### src/rtl/mac_acc.sv
// Accumulate stage behind the Booth multiplier: sums a packet of signed products
// into a guard-bit-extended accumulator and presents the dot-product with count/overflow.
module mac_acc #(
    parameter int WIDTH     = 8,
    parameter int ACC_WIDTH = 2*WIDTH+8,
    parameter int CNT_WIDTH = 8,
    parameter bit SAT       = 1'b1
) (
    input  logic                 clk,
    input  logic                 rst_n,
    input  logic                 in_valid,
    output logic                 in_ready,
    input  logic [2*WIDTH-1:0]   mul2acc,
    input  logic                 in_first,
    input  logic                 in_last,
    output logic                 out_valid,
    input  logic                 out_ready,
    output logic [ACC_WIDTH-1:0] acc_out,
    output logic [CNT_WIDTH-1:0] out_count,
    output logic                 out_ovf,
    output logic                 restart
);

    typedef enum logic [1:0] {IDLE, ACCUM, DONE} state_t;

    state_t               state_q;
    logic [ACC_WIDTH-1:0] acc_q, acc_d, p;
    logic [ACC_WIDTH:0]   sum;
    logic [CNT_WIDTH-1:0] cnt_q, cnt_d;
    logic                 ovf_q, ovf_d, valid_q, restart_q;
    logic                 accept, overflow;

    always_comb begin
        p = {ACC_WIDTH{mul2acc[2*WIDTH-1]}};
        p[2*WIDTH-1:0] = mul2acc;
    end

    // One extra bit lets the top-two-bits test catch overflow in either direction.
    assign sum      = {acc_q[ACC_WIDTH-1], acc_q} + {p[ACC_WIDTH-1], p};
    assign overflow = sum[ACC_WIDTH] ^ sum[ACC_WIDTH-1];

    always_comb begin
        acc_d = sum[ACC_WIDTH-1:0];
        if (overflow && SAT) begin
            acc_d = sum[ACC_WIDTH] ? {1'b1, {(ACC_WIDTH-1){1'b0}}}
                                   : {1'b0, {(ACC_WIDTH-1){1'b1}}};
        end
    end

    assign ovf_d    = ovf_q | overflow;
    assign cnt_d    = (&cnt_q) ? cnt_q : cnt_q + CNT_WIDTH'(1);
    assign in_ready = rst_n && (state_q != DONE);
    assign accept   = in_valid && in_ready;

    always_ff @(posedge clk) begin
        if (!rst_n) begin
            state_q   <= IDLE;
            acc_q     <= '0;
            cnt_q     <= '0;
            ovf_q     <= 1'b0;
            valid_q   <= 1'b0;
            restart_q <= 1'b0;
        end else begin
            restart_q <= 1'b0;
            case (state_q)
                IDLE: begin
                    if (accept) begin
                        acc_q   <= p;
                        cnt_q   <= CNT_WIDTH'(1);
                        ovf_q   <= 1'b0;
                        state_q <= in_last ? DONE : ACCUM;
                        valid_q <= in_last;
                    end
                end
                ACCUM: begin
                    if (accept) begin
                        // A new first beat throws away the partial sum and starts over.
                        if (in_first) begin
                            acc_q     <= p;
                            cnt_q     <= CNT_WIDTH'(1);
                            ovf_q     <= 1'b0;
                            restart_q <= 1'b1;
                        end else begin
                            acc_q <= acc_d;
                            cnt_q <= cnt_d;
                            ovf_q <= ovf_d;
                        end
                        if (in_last) begin
                            state_q <= DONE;
                            valid_q <= 1'b1;
                        end
                    end
                end
                DONE: begin
                    if (out_ready) begin
                        state_q <= IDLE;
                        valid_q <= 1'b0;
                    end
                end
                default: begin
                    state_q <= IDLE;
                    valid_q <= 1'b0;
                end
            endcase
        end
    end

    assign out_valid = valid_q;
    assign acc_out   = acc_q;
    assign out_count = cnt_q;
    assign out_ovf   = ovf_q;
    assign restart   = restart_q;

endmodule

### config.mk
export PLATFORM = sky130hd
export DESIGN_NAME = mac_acc
export DESIGN_NICKNAME = d
export VERILOG_FILES = /design/src/rtl/mac_acc.sv
export SDC_FILE = /design/constraint.sdc
export NUM_CORES = 1
export LEC_CHECK = 0
export CAP_MARGIN = 20
export CORE_AREA = 2 2 94 96
export DETAILED_ROUTE_END_ITERATION = 12
export DIE_AREA = 0 0 96 98
export GPL_TIMING_DRIVEN = 0
export PLACE_DENSITY = 0.56
export SKIP_LAST_GASP = 1
export SLEW_MARGIN = 20
export SYNTH_ARGS = -nofsm -noshare
export SYNTH_HDL_FRONTEND = slang
export SYNTH_SLANG_ARGS = --single-unit
### constraint.sdc
create_clock -name clk -period 8 [get_ports clk]
set_input_delay 1.2 -clock clk [delete_from_list [all_inputs] [get_ports clk]]
set_output_delay 1.2 -clock clk [all_outputs]
set_load 0.005 [all_outputs]
After elaboration in Yosys (flattened, before gate mapping)
Cells that the tools add are included.

word-level totals
  flip-flop bits (word level) = 37
  latch bits = 0
  bits in writable memories = 0
  memory bits (read-only) = 0
  input port bits = 22
  output and inout bits = 36
  word-level logic and storage cells = 54
  memories kept = 0

operators by class
  $add $sub $neg = 2
  multipliers = 0
  div/mod/pow operators = 0
  magnitude comparators = 0
  equal/unequal tests = 8
  shift-type cells = 0
  muxes and demuxes = 27
  bitwise logic cells = 2
  reduce and logical (&&, ||, !) cells = 9

operators with widths
  kind                                                              number
  24-bit 2-to-1 mux                                                 5
  24-bit case mux with 2 select lines                               1
  8-bit 2-to-1 mux                                                  4
  24-bit by 16-bit adder with 25-bit output                         1
  8-bit case mux with 2 select lines                                1
  2-bit 2-to-1 mux                                                  5
  2-bit != test (second input constant)                             5
  8-bit by 1-bit adder with 8-bit output (second input constant)    1
  1-bit 2-to-1 mux                                                  8
  4-bit AND reduction                                               2
  8-bit AND reduction                                               1
  2-bit case mux with 3 select lines                                1
  3-bit AND reduction                                               2
  3-bit != test (second input constant)                             1
  1-bit case mux with 3 select lines                                1
  2-bit by 1-bit == test with 1-bit output (second input constant)  1
  2-bit == test (second input constant)                             1
  1-bit logical AND                                                 2
  2-bit logical NOT                                                 1
  1-bit case mux with 2 select lines                                1
  2-bit nonzero test                                                1
  1-bit OR                                                          1
  1-bit XOR                                                         1

Logic depth before layout (Yosys ltp)
Gate-level depths: netlist of the first run.

  word-level depth = 6
  gate-level depth with buffers = 12
  mapped depth without buffers = 11

Worst setup path after synthesis of the first run
No wires, ideal clock.

  path kind = in2reg
  start point = input port mul2acc[0]
  end point = register acc_q[18] (netlist: acc_out[18])
  setup time = 0.070 ns
  data arrival time = 3.708 ns
  required time = 7.930 ns
  path slack = 4.222 ns
  cell stages on the path = 12
  path buffers = 1
  path through = ha_1 > inv_1 > fa_1 > nand2b_1 > a21o_1 > a31o_2 > o31a_1 > a21o_1 > a32oi_1 > clkbuf_1 > nand4b_1 > a21oi_1

between the ends
  longest elaborated chain between the ends = 6
  elaborated cells on any way between the ends = 7
  those cells by class = add/sub (1); mux (5); bitwise (1)

RTL lines
  what                                            line    text
  from (decl)                                     13      input logic [2*WIDTH-1:0] mul2acc,
  24-bit by 16-bit adder with 25-bit output (*)   39      assign sum = {acc_q[ACC_WIDTH-1], acc_q} + {p[ACC_WIDTH-1], p};
  24-bit 2-to-1 mux or 1-bit XOR (tied branches)  45, 40
  24-bit 2-to-1 mux (*)                           44      if (overflow && SAT) begin
  24-bit 2-to-1 mux (*)                           78      if (in_first) begin
  24-bit 2-to-1 mux (*)                           76      if (accept) begin
  24-bit case mux with 2 select lines (*)         65      case (state_q)
  to (signal assigned)                            68      acc_q <= p;
  to (signal assigned)                            79      acc_q <= p;
  to (decl)                                       27      logic [ACC_WIDTH-1:0] acc_q, acc_d, p;

Mark *: on every way between the ends. The rest lies on a longest branch, timed or not. The select of a mux whose other input is x is not followed.
A chain may end at the register's enable or synchronous reset.

Worst setup path after layout of the first run
  start point = input port mul2acc[0]
  end point = register acc_q[20] (netlist: acc_out[20])

Same word-level chain as after synthesis.

==> results of run 1 <==
==> path summary, 6_finish.rpt <==
kind	start	to	slack, ns	depth (start not counted)
setup / recovery	mul2acc[0]	acc_out[20]	3.35	13
hold / removal	acc_out[7]	acc_out[7]	0.48	2
setup reg to reg	acc_out[0]	acc_out[20]	4.38	12
hold reg to reg	acc_out[7]	acc_out[7]	0.48	2
==> layout make-up <==
cell class | instances | area [um^2]
fillers | 876 | 4790
multi-input cells | 312 | 2060
flip-flops and latches | 36 | 721
repair buffers | 57 | 571
well taps | 108 | 135
clock buffers | 7 | 96.3
plain buffers | 17 | 72.6
inverters | 6 | 22.5
==> Yosys cell counts (all sizes together), types with 4 or more instances <==
cell type  instances  area [um^2]
and3               6         37.5
nor3               5         30.0
nor2b              4         25.0
xnor2             10         87.6
clkbuf            15         56.3
ha                25          313
a21o               9         67.6
and2               5         31.3
a31oi              5         31.3
nand2b            10         62.6
dfxtp             36          721
a21oi             33          169
nand2             28          105
nand3             27          135
a211oi            17          128
o21a               4         30.0
inv                6         22.5
o21ai             51          255
o211ai             9         67.6
nor2              18         67.6
xor2              13          114
==> per-layer routing <==
metal  vias to the layer above  wire (um)
met5                         -          0
li1                       1516          -
met1                      1433       4290
met3                         8        382
met2                        66       3940
met4                         0        140
==> registers in the layout (all words and copies together), names as in the netlist <==
register	cells
acc_out	24
out_count	8
out_ovf	1
state_q	2
restart	1
==> metrics by stage <==
| step | instances | setup WS (ns) | hold slack (ns) |
|---|---|---|---|
| finish | 543 | 3.35 | 0.483 |
| global route | 543 | 3.10 | 0.507 |
| CTS | 543 | 3.37 | 0.486 |
| detailed placement | 536 | 3.06 | 0.476 |
| global placement | 536 | 3.10 | 0.472 |
| floorplan | 371 | 4.22 | 0.470 |
==> worst max-delay path: cells and delay by family <==
kind | cells | cell delay (ns)
compound gates | 6 | 1.65
fa+ha+maj | 2 | 0.59
buf+inv | 3 | 1.07
simple gates | 2 | 0.37
==> cells by family (layout without fill, tap and decap cells) <==
kind of cell / after synthesis / in the layout / share of synthesized area
DFF: 36 / 36 / 0.251
buffers and inverters: 23 / 87 / 0.0331
adders and majority gates: 26 / 26 / 0.116
muxes: 1 / 1 / 0.00348
AOI/OAI and AO/OA: 151 / 151 / 0.334
and+or+nand+nor: 111 / 111 / 0.193
xor gates and xnor gates: 23 / 23 / 0.0701
==> where the power goes <==
group          switching (mW)  total (mW)  leakage, nW  internal (mW)
combinational           0.111       0.204         1.07         0.0930
sequential             0.0100       0.201        0.296          0.191
clock                  0.0706       0.148       0.0503         0.0769
==> metrics.txt, run 1 <==
# TYPE chip_impl_metric gauge
chip_impl_info{name="end_kind",value="flop"} 1
chip_impl_metric{name="critPathRequiredTime",unit="ns"} 8.23
chip_impl_metric{name="first_pass_grt_wire_length",unit="um"} 14500
chip_impl_info{name="status",value="finished clean"} 1
chip_impl_metric{name="layout-drive-gt1-share",unit=""} 0.0368
chip_impl_metric{name="floorplan.rows",unit=""} 34
chip_impl_metric{name="groute.layer.met2.usage",unit=""} 0.300
chip_impl_metric{name="cts.reportedPaths.clkPinSlew",unit="ns"} 0.08
chip_impl_metric{name="layout.nets",unit=""} 483
chip_impl_metric{name="count_of_input_and_output_buffers",unit=""} 57
chip_impl_info{name="root_buffer_master",value="sky130_fd_sc_hd__clkbuf_8"} 1
chip_impl_metric{name="drt-initial-drc-count",unit=""} 177
chip_impl_metric{name="layout-area-overhead-vs-synth",unit="%"} 27.9
chip_impl_metric{name="power",unit="uW"} 553
chip_impl_metric{name="post-route-cell-area",unit="um^2"} 3680
chip_impl_info{name="cp-start-kind",value="input port"} 1
chip_impl_metric{name="globalRouteOverflowTotal",unit=""} 0
chip_impl_info{name="layout_commonest_cell",value="sky130_fd_sc_hd__clkdlybuf4s50_1"} 1
chip_impl_info{name="timing_worst_setup_path_type",value="input port to flop"} 1
chip_impl_metric{name="synth-warning-count",unit=""} 0
chip_impl_info{name="cell_chain_critical_path",value="clkdlybuf4s50_1 > ha_1 > inv_1 > fa_1 > nand2b_1 > a21o_1 > a31o_2 > o31a_1 > a21o_1 > a32oi_1 > clkbuf_1 > nand3_1 > a21oi_1"} 1
chip_impl_metric{name="portion_of_the_post_synthesis_area_used_by_sequential_elements",unit=""} 0.251
chip_impl_metric{name="synth.avg_cell_area",unit="um^2"} 7.75
chip_impl_metric{name="grt_max_degree",unit=""} 12
chip_impl_metric{name="power_per_cell_area",unit="nW/um^2"} 150
chip_impl_metric{name="total_leakage_power",unit="nW"} 1.42
chip_impl_metric{name="dr.pass1.iters",unit=""} 4
chip_impl_metric{name="vdd_drop_max",unit="mV"} 0.0631
chip_impl_metric{name="routed_wirelength",unit="um"} 8750
chip_impl_info{name="tritoncts",value="yes"} 1
chip_impl_metric{name="cts_inserted_buffers",unit=""} 5
chip_impl_metric{name="timing.slew.headroom",unit=""} 0.575
chip_impl_metric{name="cts.htree.levels",unit=""} 2
chip_impl_info{name="globalRoute.busiestLayer",value="met2"} 1
chip_impl_metric{name="global_routing_usage_on_met1",unit=""} 0.273
chip_impl_metric{name="grt_util_all_layers",unit=""} 0.193
chip_impl_metric{name="postCtsHoldBufs",unit=""} 0
chip_impl_metric{name="ctsLongestPathBuffers",unit=""} 2
chip_impl_metric{name="antennaDiodeCount",unit=""} 0
chip_impl_metric{name="hold_violations",unit=""} 0
chip_impl_metric{name="initial_core_util",unit=""} 0.340
chip_impl_metric{name="core-area",unit="um^2"} 8470
chip_impl_metric{name="cp.arrival",unit="ns"} 4.88
chip_impl_metric{name="detailed_place.area",unit="um^2"} 3580
chip_impl_metric{name="detail_route.drc_violations",unit=""} 0
chip_impl_metric{name="detailroute.via_count",unit=""} 3023
chip_impl_metric{name="insertion_delay_of_the_later_clocked_pin_in_the_worst_skew_pair",unit="ns"} 0.29
chip_impl_metric{name="floorplan.die.width",unit="um"} 96
chip_impl_metric{name="synthesis.area",unit="um^2"} 2880
chip_impl_metric{name="maxCapViolations",unit=""} 0
chip_impl_metric{name="synthArstFlopShare",unit=""} 0
chip_impl_metric{name="gr-usage-met3",unit=""} 0.0285
chip_impl_metric{name="final-max-slew-violation-count",unit=""} 0
chip_impl_info{name="hold_crit_path_type",value="flop to flop"} 1
chip_impl_metric{name="final_util",unit=""} 0.434
chip_impl_info{name="synthFlopType",value="sky130_fd_sc_hd__dfxtp_1"} 1
chip_impl_metric{name="clock-sinks",unit=""} 36
chip_impl_info{name="most_frequent_cells_in_the_layout",value="sky130_fd_sc_hd__clkdlybuf4s50_1, sky130_fd_sc_hd__o21ai_0, sky130_fd_sc_hd__dfxtp_1, sky130_fd_sc_hd__a21oi_1, sky130_fd_sc_hd__nand2_1"} 1
chip_impl_metric{name="cts.repair.resized",unit=""} 0
chip_impl_metric{name="synthCells",unit=""} 371
chip_impl_metric{name="floorplan.io_pins",unit=""} 58
chip_impl_metric{name="synth_edf_count",unit=""} 0
chip_impl_info{name="cell_with_the_biggest_individual_delay_on_the_critical_path",value="sky130_fd_sc_hd__clkbuf_1"} 1
chip_impl_metric{name="setup_violations_final",unit=""} 0
chip_impl_metric{name="cts_post_setup_buffers_inserted",unit=""} 0
chip_impl_metric{name="grt_antenna_before_repair",unit=""} 0
chip_impl_info{name="grt_setup_unrepaired",value="no"} 1
chip_impl_metric{name="die_y",unit="um"} 98
chip_impl_metric{name="fp.dieArea",unit="um^2"} 9410
chip_impl_metric{name="synth.ff_latch_count",unit=""} 36
chip_impl_metric{name="totalNegativeSetupSlack",unit="ns"} 0
chip_impl_metric{name="grt_pass1_vias",unit=""} 2912
chip_impl_metric{name="shortest_period_the_worst_path_allows",unit="ns"} 4.65
chip_impl_metric{name="synth_cell_types",unit=""} 52
chip_impl_metric{name="critical_path_peak_fanout",unit=""} 10
chip_impl_metric{name="worst_slew_pin_tran",unit="ns"} 0.629
chip_impl_metric{name="viasPerCell",unit=""} 5.57
chip_impl_metric{name="final_antenna_net_count",unit=""} 0
chip_impl_metric{name="fin_crit_sh",unit=""} 0.581
chip_impl_metric{name="critical_path.max_stage_delay",unit="ns"} 0.52
chip_impl_metric{name="finalWeightedCongestion",unit=""} 0.902
chip_impl_metric{name="maxClockFrequency",unit="MHz"} 215
chip_impl_info{name="library_cell_appearing_most_often_on_the_critical_path",value="sky130_fd_sc_hd__a21o_1"} 1
chip_impl_metric{name="dp_hpwl",unit="um"} 6570
chip_impl_metric{name="skew",unit="ns"} 0.00567
chip_impl_metric{name="wire_per_inst",unit="um"} 16.1
chip_impl_metric{name="synth_nets",unit=""} 419
Power figures use the tool's default switching activity.
==> run 2: changes to the inputs <==
--- a/config.mk
+++ b/config.mk
@@ -10,7 +10,7 @@
 export DETAILED_ROUTE_END_ITERATION = 12
 export DIE_AREA = 0 0 96 98
 export GPL_TIMING_DRIVEN = 0
-export PLACE_DENSITY = 0.56
+export PLACE_DENSITY = 0.58
 export SKIP_LAST_GASP = 1
 export SLEW_MARGIN = 20
 export SYNTH_ARGS = -nofsm -noshare
==> constraint.sdc (replaced) <==
create_clock -name clk -period 4.1 [get_ports clk]
set_input_delay 0.615 -clock clk [delete_from_list [all_inputs] [get_ports clk]]
set_output_delay 0.615 -clock clk [all_outputs]
set_load 0.005 [all_outputs]
==> metrics.txt, run 2 (synthesis gave the netlist of run 1 again) <==
# TYPE chip_impl_metric gauge
chip_impl_metric{name="final-max-slew-violation-count",unit=""} 0
chip_impl_info{name="critical_path.reg2reg.startpoint",value="acc_out[0]"} 1
chip_impl_metric{name="cts.htree.levels",unit=""} 2
chip_impl_metric{name="detailroute.via_count",unit=""} 3042
chip_impl_metric{name="worst-r2r-cell-count",unit=""} 12
chip_impl_info{name="cell_chain_critical_path",value="clkdlybuf4s50_1 > ha_1 > inv_1 > fa_1 > nand2b_1 > a21o_1 > a31o_2 > o31a_1 > a21o_1 > a32oi_1 > clkbuf_2 > nand3_1 > a21oi_1"} 1
chip_impl_metric{name="first_pass_grt_wire_length",unit="um"} 14000
chip_impl_metric{name="globalRouteOverflowTotal",unit=""} 0
chip_impl_info{name="cp-startpoint",value="mul2acc[0]"} 1
chip_impl_metric{name="grt_antenna_before_repair",unit=""} 0
chip_impl_metric{name="grt_pass1_vias",unit=""} 2843
chip_impl_metric{name="cp.arrival",unit="ns"} 4.13
chip_impl_metric{name="count_of_input_and_output_buffers",unit=""} 57
chip_impl_metric{name="total_leakage_power",unit="nW"} 1.42
chip_impl_metric{name="postCtsHoldBufs",unit=""} 0
chip_impl_metric{name="maxCapViolations",unit=""} 0
chip_impl_metric{name="groute.layer.met2.usage",unit=""} 0.301
chip_impl_metric{name="cts.repair.resized",unit=""} 0
chip_impl_metric{name="floorplan.rows",unit=""} 34
chip_impl_metric{name="gr-usage-met3",unit=""} 0.0255
chip_impl_metric{name="final_antenna_net_count",unit=""} 0
chip_impl_info{name="end_kind",value="flop"} 1
chip_impl_metric{name="dp_hpwl",unit="um"} 6500
chip_impl_info{name="critPathCapture",value="acc_out[22]"} 1
chip_impl_metric{name="layout-drive-gt1-share",unit=""} 0.0413
chip_impl_metric{name="final_cell_count_no_fill",unit=""} 544
chip_impl_metric{name="antennaDiodeCount",unit=""} 0
chip_impl_info{name="status",value="finished clean"} 1
chip_impl_metric{name="skew",unit="ns"} 0.00939
chip_impl_metric{name="largest_reg_flops",unit=""} 24
chip_impl_metric{name="vdd_drop_max",unit="mV"} 0.154
chip_impl_metric{name="dpl.cell_count",unit=""} 536
chip_impl_metric{name="global_routing_usage_on_met1",unit=""} 0.260
chip_impl_info{name="globalRoute.busiestLayer",value="met2"} 1
chip_impl_metric{name="worst_slew_pin_tran",unit="ns"} 0.630
chip_impl_info{name="grt_setup_unrepaired",value="no"} 1
chip_impl_info{name="library_cell_appearing_most_often_on_the_critical_path",value="sky130_fd_sc_hd__a21o_1"} 1
chip_impl_info{name="cp-start-kind",value="input port"} 1
chip_impl_metric{name="die_y",unit="um"} 98
chip_impl_metric{name="dr.pass1.iters",unit=""} 5
chip_impl_metric{name="cts_post_setup_buffers_inserted",unit=""} 0
chip_impl_metric{name="ctsLongestPathBuffers",unit=""} 2
chip_impl_metric{name="post-place-ws",unit="ns"} -0.207
chip_impl_metric{name="timing.slew.headroom",unit=""} 0.574
chip_impl_metric{name="layout-area-overhead-vs-synth",unit="%"} 28.5
chip_impl_metric{name="fp.dieArea",unit="um^2"} 9410
chip_impl_metric{name="critPathRequiredTime",unit="ns"} 4.33
chip_impl_metric{name="critical_path_cell_count",unit=""} 13
chip_impl_metric{name="critical_path.max_stage_delay",unit="ns"} 0.51
chip_impl_info{name="root_buffer_master",value="sky130_fd_sc_hd__clkbuf_8"} 1
chip_impl_metric{name="fin_crit_sh",unit=""} 0.951
chip_impl_info{name="timing_worst_setup_path_type",value="input port to flop"} 1
chip_impl_metric{name="layout.nets",unit=""} 483
chip_impl_metric{name="detail_route.drc_violations",unit=""} 0
chip_impl_metric{name="finalWeightedCongestion",unit=""} 0.866
chip_impl_info{name="tritoncts",value="yes"} 1
chip_impl_metric{name="floorplan.io_pins",unit=""} 58
chip_impl_metric{name="setup_violations_final",unit=""} 0
chip_impl_metric{name="postLayoutSetupSlackWorst",unit="ns"} 0.201
chip_impl_metric{name="initial_core_util",unit=""} 0.340
chip_impl_metric{name="floorplan.die.width",unit="um"} 96
chip_impl_metric{name="cts.reportedPaths.clkPinSlew",unit="ns"} 0.08
chip_impl_metric{name="grt_util_all_layers",unit=""} 0.185
chip_impl_metric{name="timing.reg2reg.setup_slack",unit="ns"} 0.62
chip_impl_metric{name="cts_inserted_buffers",unit=""} 5
chip_impl_info{name="cell_with_the_biggest_individual_delay_on_the_critical_path",value="sky130_fd_sc_hd__a32oi_1"} 1
chip_impl_metric{name="grt_max_degree",unit=""} 13
chip_impl_metric{name="core-area",unit="um^2"} 8470
chip_impl_metric{name="drt-initial-drc-count",unit=""} 142
chip_impl_metric{name="hold_violations",unit=""} 0
chip_impl_metric{name="filler_cell_count",unit=""} 875
chip_impl_metric{name="maxClockFrequency",unit="MHz"} 256
chip_impl_metric{name="holdWs",unit="ns"} 0.483
chip_impl_metric{name="power_per_cell_area",unit="nW/um^2"} 303
chip_impl_metric{name="final_util",unit=""} 0.436
chip_impl_metric{name="clock-sinks",unit=""} 36
chip_impl_metric{name="critical_path_peak_fanout",unit=""} 10
chip_impl_metric{name="power",unit="mW"} 1.12
chip_impl_info{name="crit_family",value="compound AO/OA/AOI/OAI gates"} 1
chip_impl_info{name="most_frequent_cells_in_the_layout",value="sky130_fd_sc_hd__clkdlybuf4s50_1, sky130_fd_sc_hd__o21ai_0, sky130_fd_sc_hd__dfxtp_1, sky130_fd_sc_hd__a21oi_1, sky130_fd_sc_hd__nand2_1"} 1
chip_impl_metric{name="insertion_delay_of_the_later_clocked_pin_in_the_worst_skew_pair",unit="ns"} 0.30
chip_impl_metric{name="routed_wirelength",unit="um"} 8640
chip_impl_metric{name="critPathBufInv",unit=""} 3
chip_impl_info{name="hold_crit_path_type",value="flop to flop"} 1
chip_impl_info{name="layout_commonest_cell",value="sky130_fd_sc_hd__clkdlybuf4s50_1"} 1
chip_impl_metric{name="shortest_period_the_worst_path_allows",unit="ns"} 3.90
chip_impl_metric{name="wire_per_inst",unit="um"} 15.9
chip_impl_info{name="critical_path.reg2reg.endpoint",value="acc_out[22]"} 1
chip_impl_metric{name="viasPerCell",unit=""} 5.59
run 2: cell types whose count changed in the layout (fill, tap and decap cells not counted), sizes merged:
cell / before / now
bufinv: 0 / 1
clkinvlp: 0 / 1
clkbuf: 22 / 20
clkinv: 0 / 1
run 2: metrics by stage:
step | TNS (ns) | cell area [um^2]
2_1_floorplan | 0 | 2880
3_3_place_gp | -1.99 | 3580
3_5_place_dp | -1.81 | 3580
4_1_cts | 0 | 3690
5_1_grt | 0 | 3690
6_report | 0 | 3690
run 2: layout make-up:
| cell class | count | area [um^2] | area share |
|---|---|---|---|
| well taps | 108 | 135 | 0.0366 |
| clock buffers | 5 | 68.8 | 0.0186 |
| inverters | 6 | 22.5 | 0.00610 |
| clock inverters | 3 | 42.5 | 0.0115 |
| repair buffers | 57 | 571 | 0.154 |
| flip-flops and latches | 36 | 721 | 0.195 |
| multi-input cells | 312 | 2060 | 0.558 |
| plain buffers | 17 | 73.8 | 0.0200 |
run 2: worst reg2reg max path, stage by stage (launching register included):
cell	delay, ns
sky130_fd_sc_hd__dfxtp_1	0.38
sky130_fd_sc_hd__ha_1	0.22
sky130_fd_sc_hd__inv_1	0.07
sky130_fd_sc_hd__fa_1	0.37
sky130_fd_sc_hd__nand2b_1	0.19
sky130_fd_sc_hd__a21o_1	0.19
sky130_fd_sc_hd__a31o_2	0.24
sky130_fd_sc_hd__o31a_1	0.33
sky130_fd_sc_hd__a21o_1	0.23
sky130_fd_sc_hd__a32oi_1	0.51
sky130_fd_sc_hd__clkbuf_2	0.38
sky130_fd_sc_hd__nand3_1	0.14
sky130_fd_sc_hd__a21oi_1	0.17
run 2: power breakdown:
| part | switching [mW] | internal, mW |
|---|---|---|
| logic | 0.217 | 0.182 |
| clock network | 0.149 | 0.180 |
| registers | 0.0196 | 0.372 |
| total | 0.386 | 0.734 |
run 2: how the worst min path moves through the flow:
stage	start	endpoint	cells after the start
after floorplan	acc_out[10]	acc_out[10]	2
after global placement	acc_out[10]	acc_out[10]	2
after detailed placement	acc_out[9]	acc_out[9]	2
after CTS	acc_out[7]	acc_out[7]	2
after global routing	acc_out[8]	acc_out[8]	2
final	acc_out[9]	acc_out[9]	2
run 2: per-layer routing:
metal | part of all wire | vias to the layer above
met5 | 0 | -
met4 | 0.0072 | 0
met3 | 0.046 | 4
met2 | 0.47 | 77
met1 | 0.48 | 1431
li1 | - | 1530
==> run 3: changes to the inputs <==
--- a/config.mk
+++ b/config.mk
@@ -7,9 +7,11 @@
 export LEC_CHECK = 0
 export CAP_MARGIN = 20
 export CORE_AREA = 2 2 94 96
+export CTS_CLUSTER_DIAMETER = 50
 export DETAILED_ROUTE_END_ITERATION = 12
 export DIE_AREA = 0 0 96 98
 export GPL_TIMING_DRIVEN = 0
+export HOLD_SLACK_MARGIN = 0.15
 export PLACE_DENSITY = 0.58
 export SKIP_LAST_GASP = 1
 export SLEW_MARGIN = 20
==> results of run 3 <==
Same layout as run 2: the final DEF is identical, and so are final timing and power.
